$ cat src/rtl/apb4_cfg_arbiter_if.sv
// Bundle of the requester channels and the APB4 master port of apb4_cfg_arbiter.
// Request channel: a transfer is accepted on a rising clk edge where req_valid[i] && req_ready[i];
// req_ready is combinational and at most one-hot. Responses are one-cycle rsp_valid pulses.
interface apb4_cfg_arbiter_if #(
  parameter int NREQ = 2,
  parameter int AW   = 12,
  parameter int DW   = 32
);
  logic [NREQ-1:0]        req_valid;
  logic [NREQ-1:0]        req_ready;
  logic [NREQ-1:0]        req_write;
  logic [NREQ*AW-1:0]     req_addr;
  logic [NREQ*DW-1:0]     req_wdata;
  logic [NREQ*DW/8-1:0]   req_strb;
  logic [NREQ-1:0]        rsp_valid;
  logic [DW-1:0]          rsp_rdata;
  logic                   rsp_err;
  logic                   rsp_timeout;
  logic [AW-1:0]          paddr;
  logic                   psel;
  logic                   penable;
  logic                   pwrite;
  logic [DW-1:0]          pwdata;
  logic [DW/8-1:0]        pstrb;
  logic [2:0]             pprot;
  logic [DW-1:0]          prdata;
  logic                   pready;
  logic                   pslverr;

  modport master (
    input  req_valid, req_write, req_addr, req_wdata, req_strb, prdata, pready, pslverr,
    output req_ready, rsp_valid, rsp_rdata, rsp_err, rsp_timeout,
           paddr, psel, penable, pwrite, pwdata, pstrb, pprot
  );

  modport slave (
    output req_valid, req_write, req_addr, req_wdata, req_strb, prdata, pready, pslverr,
    input  req_ready, rsp_valid, rsp_rdata, rsp_err, rsp_timeout,
           paddr, psel, penable, pwrite, pwdata, pstrb, pprot
  );
endinterface

$ cat src/rtl/apb4_cfg_arbiter.sv
// Round-robin arbiter sharing one APB4 slave port between NREQ requesters,
// with SETUP/ACCESS sequencing, wait states, PSLVERR forwarding and a PREADY watchdog.
module apb4_cfg_arbiter #(
  parameter int NREQ    = 2,
  parameter int AW      = 12,
  parameter int DW      = 32,
  parameter int TIMEOUT = 255
) (
  input  logic                clk,
  input  logic                rst_b,
  apb4_cfg_arbiter_if.master  bus,
  output logic [1:0]          dbg_state
);
  localparam int PW  = (NREQ > 1) ? $clog2(NREQ) : 1;
  localparam int SW  = DW / 8;
  localparam int WDW = 16;

  typedef enum logic [1:0] {IDLE = 2'd0, SETUP = 2'd1, ACCESS = 2'd2} state_t;

  state_t          state, state_nxt;
  logic [PW-1:0]   ptr, owner, gnt_idx, cand;
  logic            gnt_found, accept, done_ok, done_to;
  int              idx;
  logic [WDW-1:0]  wd;
  logic            psel_q, penable_q, pwrite_q;
  logic [AW-1:0]   paddr_q;
  logic [DW-1:0]   pwdata_q, rsp_rdata_q;
  logic [SW-1:0]   pstrb_q;
  logic [NREQ-1:0] rsp_valid_q;
  logic            rsp_err_q, rsp_timeout_q;

  // Search starts at ptr and wraps, so the last owner is visited last.
  always_comb begin
    gnt_found = 1'b0;
    gnt_idx   = '0;
    cand      = '0;
    idx       = 0;
    for (int k = 0; k < NREQ; k++) begin
      idx = int'(ptr) + k;
      if (idx >= NREQ) idx = idx - NREQ;
      cand = PW'(idx);
      if (!gnt_found && bus.req_valid[cand]) begin
        gnt_found = 1'b1;
        gnt_idx   = cand;
      end
    end
  end

  assign accept  = (state == IDLE) && gnt_found;
  assign done_ok = (state == ACCESS) && bus.pready;
  assign done_to = (state == ACCESS) && !bus.pready && (wd == WDW'(TIMEOUT - 1));

  always_ff @(posedge clk or negedge rst_b) begin
    if (!rst_b) state <= IDLE;
    else        state <= state_nxt;
  end

  always_comb begin
    state_nxt = state;
    case (state)
      IDLE:    if (accept) state_nxt = SETUP;
      SETUP:   state_nxt = ACCESS;
      ACCESS:  if (done_ok || done_to) state_nxt = IDLE;
      default: state_nxt = IDLE;
    endcase
  end

  always_ff @(posedge clk or negedge rst_b) begin
    if (!rst_b) begin
      ptr           <= '0;
      owner         <= '0;
      wd            <= '0;
      psel_q        <= 1'b0;
      penable_q     <= 1'b0;
      pwrite_q      <= 1'b0;
      paddr_q       <= '0;
      pwdata_q      <= '0;
      pstrb_q       <= '0;
      rsp_valid_q   <= '0;
      rsp_rdata_q   <= '0;
      rsp_err_q     <= 1'b0;
      rsp_timeout_q <= 1'b0;
    end else begin
      rsp_valid_q <= '0;
      case (state)
        IDLE: begin
          if (accept) begin
            psel_q    <= 1'b1;
            penable_q <= 1'b0;
            pwrite_q  <= bus.req_write[gnt_idx];
            paddr_q   <= bus.req_addr[int'(gnt_idx)*AW +: AW];
            pwdata_q  <= bus.req_wdata[int'(gnt_idx)*DW +: DW];
            pstrb_q   <= bus.req_write[gnt_idx] ? bus.req_strb[int'(gnt_idx)*SW +: SW] : '0;
            owner     <= gnt_idx;
            ptr       <= (gnt_idx == PW'(NREQ - 1)) ? '0 : gnt_idx + 1'b1;
            wd        <= '0;
          end
        end
        SETUP: penable_q <= 1'b1;
        ACCESS: begin
          if (done_ok) begin
            psel_q        <= 1'b0;
            penable_q     <= 1'b0;
            rsp_valid_q   <= NREQ'(1) << owner;
            rsp_rdata_q   <= pwrite_q ? '0 : bus.prdata;
            rsp_err_q     <= bus.pslverr;
            rsp_timeout_q <= 1'b0;
          end else if (done_to) begin
            psel_q        <= 1'b0;
            penable_q     <= 1'b0;
            rsp_valid_q   <= NREQ'(1) << owner;
            rsp_rdata_q   <= '0;
            rsp_err_q     <= 1'b1;
            rsp_timeout_q <= 1'b1;
          end else begin
            wd <= wd + 1'b1;
          end
        end
        default: ;
      endcase
    end
  end

  assign bus.req_ready   = accept ? (NREQ'(1) << gnt_idx) : '0;
  assign bus.psel        = psel_q;
  assign bus.penable     = penable_q;
  assign bus.pwrite      = pwrite_q;
  assign bus.paddr       = paddr_q;
  assign bus.pwdata      = pwdata_q;
  assign bus.pstrb       = pstrb_q;
  assign bus.pprot       = 3'b010;
  assign bus.rsp_valid   = rsp_valid_q;
  assign bus.rsp_rdata   = rsp_rdata_q;
  assign bus.rsp_err     = rsp_err_q;
  assign bus.rsp_timeout = rsp_timeout_q;
  assign dbg_state       = state;
endmodule

$ cat src/flat_wrapper.sv
// flat-port wrapper written by rule: the top's interface ports become plain ports
module apb4_cfg_arbiter_flat 
#(
  parameter int NREQ    = 2,
  parameter int AW      = 12,
  parameter int DW      = 32,
  parameter int TIMEOUT = 255
)
  (clk, rst_b, dbg_state, bus_req_valid, bus_req_write, bus_req_addr, bus_req_wdata, bus_req_strb, bus_prdata, bus_pready, bus_pslverr, bus_req_ready, bus_rsp_valid, bus_rsp_rdata, bus_rsp_err, bus_rsp_timeout, bus_paddr, bus_psel, bus_penable, bus_pwrite, bus_pwdata, bus_pstrb, bus_pprot);
  apb4_cfg_arbiter_if #(.NREQ(NREQ), .AW(AW), .DW(DW)) bus_i ();
  input  logic clk;
  input  logic rst_b;
  output logic [1:0] dbg_state;
  input wire logic [$bits(bus_i.req_valid)-1:0] bus_req_valid;
  input wire logic [$bits(bus_i.req_write)-1:0] bus_req_write;
  input wire logic [$bits(bus_i.req_addr)-1:0] bus_req_addr;
  input wire logic [$bits(bus_i.req_wdata)-1:0] bus_req_wdata;
  input wire logic [$bits(bus_i.req_strb)-1:0] bus_req_strb;
  input wire logic [$bits(bus_i.prdata)-1:0] bus_prdata;
  input wire logic [$bits(bus_i.pready)-1:0] bus_pready;
  input wire logic [$bits(bus_i.pslverr)-1:0] bus_pslverr;
  output wire logic [$bits(bus_i.req_ready)-1:0] bus_req_ready;
  output wire logic [$bits(bus_i.rsp_valid)-1:0] bus_rsp_valid;
  output wire logic [$bits(bus_i.rsp_rdata)-1:0] bus_rsp_rdata;
  output wire logic [$bits(bus_i.rsp_err)-1:0] bus_rsp_err;
  output wire logic [$bits(bus_i.rsp_timeout)-1:0] bus_rsp_timeout;
  output wire logic [$bits(bus_i.paddr)-1:0] bus_paddr;
  output wire logic [$bits(bus_i.psel)-1:0] bus_psel;
  output wire logic [$bits(bus_i.penable)-1:0] bus_penable;
  output wire logic [$bits(bus_i.pwrite)-1:0] bus_pwrite;
  output wire logic [$bits(bus_i.pwdata)-1:0] bus_pwdata;
  output wire logic [$bits(bus_i.pstrb)-1:0] bus_pstrb;
  output wire logic [$bits(bus_i.pprot)-1:0] bus_pprot;
  assign bus_i.req_valid = bus_req_valid;
  assign bus_i.req_write = bus_req_write;
  assign bus_i.req_addr = bus_req_addr;
  assign bus_i.req_wdata = bus_req_wdata;
  assign bus_i.req_strb = bus_req_strb;
  assign bus_i.prdata = bus_prdata;
  assign bus_i.pready = bus_pready;
  assign bus_i.pslverr = bus_pslverr;
  assign bus_req_ready = bus_i.req_ready;
  assign bus_rsp_valid = bus_i.rsp_valid;
  assign bus_rsp_rdata = bus_i.rsp_rdata;
  assign bus_rsp_err = bus_i.rsp_err;
  assign bus_rsp_timeout = bus_i.rsp_timeout;
  assign bus_paddr = bus_i.paddr;
  assign bus_psel = bus_i.psel;
  assign bus_penable = bus_i.penable;
  assign bus_pwrite = bus_i.pwrite;
  assign bus_pwdata = bus_i.pwdata;
  assign bus_pstrb = bus_i.pstrb;
  assign bus_pprot = bus_i.pprot;
  apb4_cfg_arbiter #(.NREQ(NREQ), .AW(AW), .DW(DW), .TIMEOUT(TIMEOUT)) u_core (.clk(clk), .rst_b(rst_b), .bus(bus_i), .dbg_state(dbg_state));
endmodule
$ cat config.mk
export PLATFORM = sky130hd
export DESIGN_NAME = apb4_cfg_arbiter_flat
export DESIGN_NICKNAME = d
export VERILOG_FILES = /design/src/rtl/apb4_cfg_arbiter_if.sv /design/src/rtl/apb4_cfg_arbiter.sv /design/src/flat_wrapper.sv
export SDC_FILE = /design/constraint.sdc
export NUM_CORES = 1
export LEC_CHECK = 0
export ABC_AREA = 0
export ABC_CLOCK_PERIOD_IN_PS = 3000
export BUFFER_PORTS_ARGS = -buffer_cell sky130_fd_sc_hd__buf_2
export CORE_MARGIN = 3
export CORE_UTILIZATION = 49
export CTS_CLUSTER_DIAMETER = 50
export DETAILED_ROUTE_END_ITERATION = 10
export PLACE_DENSITY = 0.89
export RECOVER_POWER = 25
export SYNTH_ARGS = -nofsm -noshare
export SYNTH_HDL_FRONTEND = slang
export SYNTH_SLANG_ARGS = --single-unit
export TNS_END_PERCENT = 20
$ cat constraint.sdc
create_clock -name clk -period 3 [get_ports clk]
set_input_delay 0.45 -clock clk [delete_from_list [all_inputs] [get_ports clk]]
set_output_delay 0.45 -clock clk [all_outputs]
set_load 0.01 [all_outputs]
# --- Word-level counts from Yosys, hierarchy flattened ---
# Index checks and enable logic that the tools add are counted.
classes:
  magnitude_cmp: 5
  shifts: 5
  addsub: 5
  mux: 37
  reduce_logical: 18
  eq_ne: 8
  multipliers: 1
op_table:
  columns: ["cell", "count"]
  rows:
  - ["two-way mux 32 bit", 3]
  - ["variable part select 64 x 7 -> 32 bit", 1]
  - ["two-way mux 16 bit", 3]
  - ["one-hot mux 16 bit (2 select lines)", 1]
  - ["variable part select 24 x 32 -> 12 bit", 1]
  - ["two-way mux 1 bit", 20]
  - ["adder 16 x 1 -> 16 bit, second input constant", 1]
  - ["== test 16 x 8 -> 1 bit, second input constant", 1]
  - ["two-way mux 2 bit", 6]
  - ["variable part select 8 x 4 -> 4 bit", 1]
  - ["< comparator 1 x 2 -> 1 bit, second input constant", 3]
  - ["!= test 2 bit, second input constant", 3]
  - ["one-hot mux 2 bit (3 select lines)", 1]
  - ["AND reduction 2 bit", 3]
  - ["AND reduction 3 bit", 2]
  - ["logical AND 1 bit", 5]
  - ["two-way mux 4 bit", 1]
  - ["AND reduction 4 bit", 1]
  - ["nonzero test 2 bit", 2]
  - ["<< shifter 1 x 1 -> 2 bit, first input constant", 2]
  - ["multiplier 1 x 2 -> 3 bit, second input constant", 1]
  - ["!= test 3 x 1 -> 1 bit, second input constant", 1]
  - ["one-hot mux 1 bit (3 select lines)", 1]
  - ["nonzero test 3 bit", 1]
  - ["12 further kinds", 14]
word_totals:
  input_bits: 136
  wordCells: 93
  out_inout_bits: 94
  ff_bits: 107

# --- Logic depth before layout (Yosys ltp) ---
depth:
  word_depth: 11
  depth_mapped: 9

# --- Worst setup path before layout ---
# OpenSTA, ideal clock, no wires.
synth_timing:
  kind: "reg-to-reg"
  from: "register u_core.wd[0]"
  to: "register u_core.wd[1]"
  arrival_time_ns: 1.671
  stages_incl_launch_ff: 8
  period_less_slack_ns: 1.799
  path_slack_ns: 1.201
  setup_time_ns: 0.128
  n_path_buf: 1
  path_cell_list: "dfrtp_1 > inv_1 > ha_1 > and4b_1 > and4_1 > buf_2 > a21oi_2 > mux2_1"
synth_between:
  elab_chain_cells: 4
  word_cells_on_any_way: 8
  classes_between: "add/sub (1); eq/ne (2); mux (3); reduce/logical (2)"
synth_lines:
  columns: ["item", "line_no", "text"]
  rows:
  - ["start: declaration", "apb4_cfg_arbiter.sv:24", "logic [WDW-1:0] wd;"]
  - ["start signal: assignment", "apb4_cfg_arbiter.sv:116", "wd <= wd + 1'b1;"]
  - ["adder 16 x 1 -> 16 bit / == test 16 x 8 -> 1 bit (equally long branches)", "apb4_cfg_arbiter.sv:116, apb4_cfg_arbiter.sv:51", null]
  - ["two-way mux 16 bit / logical AND 1 bit (equally long branches)", "apb4_cfg_arbiter.sv:108, apb4_cfg_arbiter.sv:51", null]
  - ["two-way mux 16 bit / != test 2 bit (equally long branches)", null, null]
  - ["one-hot mux 16 bit (2 select lines) / AND reduction 4 bit (equally long branches)", null, null]
# Several ways; a longest one is shown, not always the timed one. The select of a mux whose other input is x is not followed.
# A chain may end at the register's enable or synchronous reset.

# --- Worst setup path after layout ---
layout_timing:
  from: "register u_core.state[1], in the netlist u_core.dbg_state[1]"
  to: "output port bus_req_ready[1]"
layout_between:
  elab_chain_cells: 3
layout_lines:
  columns: ["item", "line_no", "text"]
  rows:
  - ["start: declaration", "apb4_cfg_arbiter.sv:20", "state_t state, state_nxt;"]
  - ["start signal: assignment", "apb4_cfg_arbiter.sv:55", "else state <= state_nxt;"]
  - ["logical NOT 2 bit", "apb4_cfg_arbiter.sv:49", "assign accept = (state == IDLE) && gnt_found;"]
  - ["logical AND 1 bit", "apb4_cfg_arbiter.sv:49", null]
  - ["two-way mux 2 bit", "apb4_cfg_arbiter.sv:124", "assign bus.req_ready = accept ? (NREQ'(1) << gnt_idx) : '0;"]
  - ["end: declaration", "flat_wrapper.sv:22", "output wire logic [$bits(bus_i.req_ready)-1:0] bus_req_ready;"]
# Every way passes these cells.

==> reports/summary.txt <==
status: finished, final reports clean
final slew viol count: 0
post-CTS sizing: 0
via count: 4127
nature of the critical path startpoint: register
hold buffers post-CTS: 0
CTS root buffer: clkbuf_8
DRT met1 WL: 4.94 mm
Peak Freq: 0.399 GHz
number of global-route vias before repair: 4076
CTS Buf Count: 9
placed wire-length estimate: 9.60 mm
row count: 34
Yosys top cell by area: dfrtp_1
Initial Util: 51.0%
asr flop ratio synth: 100%
largest net degree at the start of global routing: 59
reg-to-reg endpoint: u_core.bus.paddr[3]$_DFFE_PN0P_
R2R Path Start: u_core.dbg_state[1]$_DFFE_PN0P_
register area share after synthesis: 59.3%
worst-path fanout max: 33
layout cell share with drive strength beyond 1: 43.8%
Arr. time, crit path: 2.05 ns
top-count cell post-synth: dfrtp_1
Leak Pwr: 3.30 nW
number of port buffers: 226
Worst path max stage delay: 0.47 ns
pre-CTS setup slack: 0.814 ns
Core ar.: 8850 um^2
Layout Utilization: 67.2%
Mapped Area: 4510 um^2
Antenna Nets Post-Route: 0
fin crit share: 83.5%
vias per inst: 5.75
Hold EP: u_core.bus.pwdata[3]$_DFFE_PN0P_
Max Used Layer: met4
Cell Pwr Density: 954 nW/um^2
Worst Hold Class: in2reg
Die W: 102 um
CTS H-tree lvls: 3
Mapped Cells: 387
Crit Path Category: reg2out
area grow syn2layout: 31.7%
Clock Skew: 0.0238 ns
routed wl met3: 1.26 mm
Ant. Diodes: 0
Critical Path RT: 2.55 ns
Synthesis Warnings: 0
die height: 102 um
filler cell count in the final layout: 682
RSZ-0062 raised after global routing: no
Detailed Route WL: 12.8 mm
post-route setup TNS: 0 ns
Avg Inst Size Synth: 11.7 um^2
clk sinks: 107
Longest Clk Path Bufs: 2
Synth top area share: 59.3%
CP cell instances: nor2_1, o21ai_4, buf_4, nor2_4, buf_2
Total GRT Usage: 23.8%
FF+latch count, synth: 107
die area: 10400 um^2
WL met2: 6.43 mm
hold depth: 3
WL/cell: 17.9 um
global-route wire length before repair: 19.6 mm
Final Setup Violations: 0
violation count after the first detailed-route iteration: 378
Rel. slew slack: 7.36%
CTS tree: yes
TritonRoute pass-1 iters: 6
initial antenna violation count: 0
Clock Latency Late Sink: 0.37 ns
RD Place Congestion: 0.951
Post-synth EDFFs: 0
Layout Nets: 743
Max rail drop VDD: 0.532 mV
Final Hold Viols: 0
commonest cells in the netlist: 107 x dfrtp_1, 48 x inv_1, 44 x a222oi_1
Worst Hold Launch: bus_req_wdata[35]
crit path time final: 2.50 ns
I/O pins: 230
Most used DFF post-synth: dfrtp_1
synth top area cells: dfrtp_1 59%, a222oi_1 9.8%, a22o_1 6.2%, inv_1 4.0%, nor2_1 1.7%
Setup WS post-layout: 0.496 ns
DRC: 0
post-CTS setup buffer count: 0
GRT Residual Overflow: 0
crit end category: output port
clock transition at the registers of the reported paths: 0.12 ns
worst-margin pin slew: 1.39 ns
Slowest cell on crit path: dfrtp_1
maxcap violations: 0
worst r2r path cells: 7
r2r setup slk: 0.84 ns
Synth cell types: 51
==> layer usage <==
metal,global-route usage (%),vias up
li1,-,1862
met1,30.3,2014
met2,40.2,234
met3,6.48,17
met4,6.66,0
met5,0,-
==> final cells by class <==
| cell class | count | area (um^2) | share of cell area, % |
|---|---|---|---|
| Clock buffer | 10 | 128 | 2.15 |
| Clock inverter | 6 | 82.6 | 1.39 |
| Inverter | 50 | 188 | 3.16 |
| Multi-Input combinational cell | 202 | 1540 | 25.9 |
| Sequential cell | 107 | 2680 | 45.1 |
| Tap cell | 108 | 135 | 2.27 |
| Timing Repair Buffer | 235 | 1200 | 20.1 |
==> state kept, by name, summed over array words and instances, names as in the netlist <==
| signal | cells |
|---|---|
| u_core.bus.pwrite | 1 |
| u_core.ptr | 1 |
| u_core.bus.psel | 1 |
| u_core.bus.paddr | 12 |
| u_core.dbg_state | 2 |
| u_core.bus.pwdata | 32 |
| u_core.bus.rsp_valid | 2 |
| u_core.bus.rsp_timeout | 1 |
| u_core.bus.rsp_err | 1 |
| u_core.owner | 1 |
| u_core.bus.pstrb | 4 |
| u_core.bus.penable | 1 |
| u_core.wd | 16 |
| u_core.bus.rsp_rdata | 32 |
==> worst max-delay path by stage <==
| stage | startpoint | to | slack (ns) | cells after the start |
|---|---|---|---|---|
| after floorplan | u_core.wd[0]$_DFFE_PN0P_ | u_core.wd[1]$_DFFE_PN0P_ | 1.20 | 7 |
| after global placement | bus_req_valid[0] | bus_req_ready[0] | 0.91 | 6 |
| after detailed placement | bus_req_valid[1] | u_core.bus.pwdata[13]$_DFFE_PN0P_ | 0.81 | 7 |
| after CTS | u_core.dbg_state[1]$_DFFE_PN0P_ | bus_req_ready[1] | 0.47 | 5 |
| after global routing | rst_b | u_core.bus.pwdata[23]$_DFFE_PN0P_ | 0.20 | 2 |
| final | u_core.dbg_state[1]$_DFFE_PN0P_ | bus_req_ready[1] | 0.50 | 5 |
==> metrics by stage <==
stage                     instances  area, um^2  total power [W]  hold WS, ns
after floorplan                 388        4520          0.00374        0.154
after global placement          702        5750          0.00465        0.457
after detailed placement        702        5750          0.00478        0.475
after CTS                       718        5960          0.00570        0.121
after global routing            718        5940          0.00606        0.274
final                           718        5940          0.00567        0.278
==> worst max-delay path: cells and delay by family (launching register included) <==
kind	cells	cell delay (ns)
simple gates	2	0.63
buf+inv	2	0.48
flops	1	0.47
compound gates	1	0.11
==> cells in the final DEF, fill, tap and decap left out, drive strengths merged, types with 3 or more instances in the layout <==
cell / instances
a21oi: 8
nor3: 3
and2: 4
nand4: 6
a222oi: 44
buf: 233
nor2: 21
inv: 52
dfrtp: 107
a31oi: 3
conb: 3
clkbuf: 12
nand2: 19
and3: 5
o21ai: 10
xor2: 5
nand3: 4
a22o: 32
mux2i: 6
and4: 3
==> where the power goes <==
| group | switching, W | internal [W] | total [W] |
|---|---|---|---|
| sequential | 0.000350 | 0.00202 | 0.00237 |
| clock | 0.000520 | 0.000404 | 0.000924 |
| combinational | 0.00131 | 0.00106 | 0.00237 |
| total | 0.00218 | 0.00348 | 0.00567 |
==> cell families (layout without fill, tap and decap cells) <==
family,after synthesis,after routing,synth area share (%)
compound gates,106,106,20.5
xor+xnor,7,7,1.36
fa+ha+maj,2,2,0.554
buf+inv,79,301,7.12
flops,107,107,59.3
mux,8,8,1.83
other cells,2,3,0.166
simple gates,76,76,9.12
No activity file was read; power rests on OpenSTA's default activity.
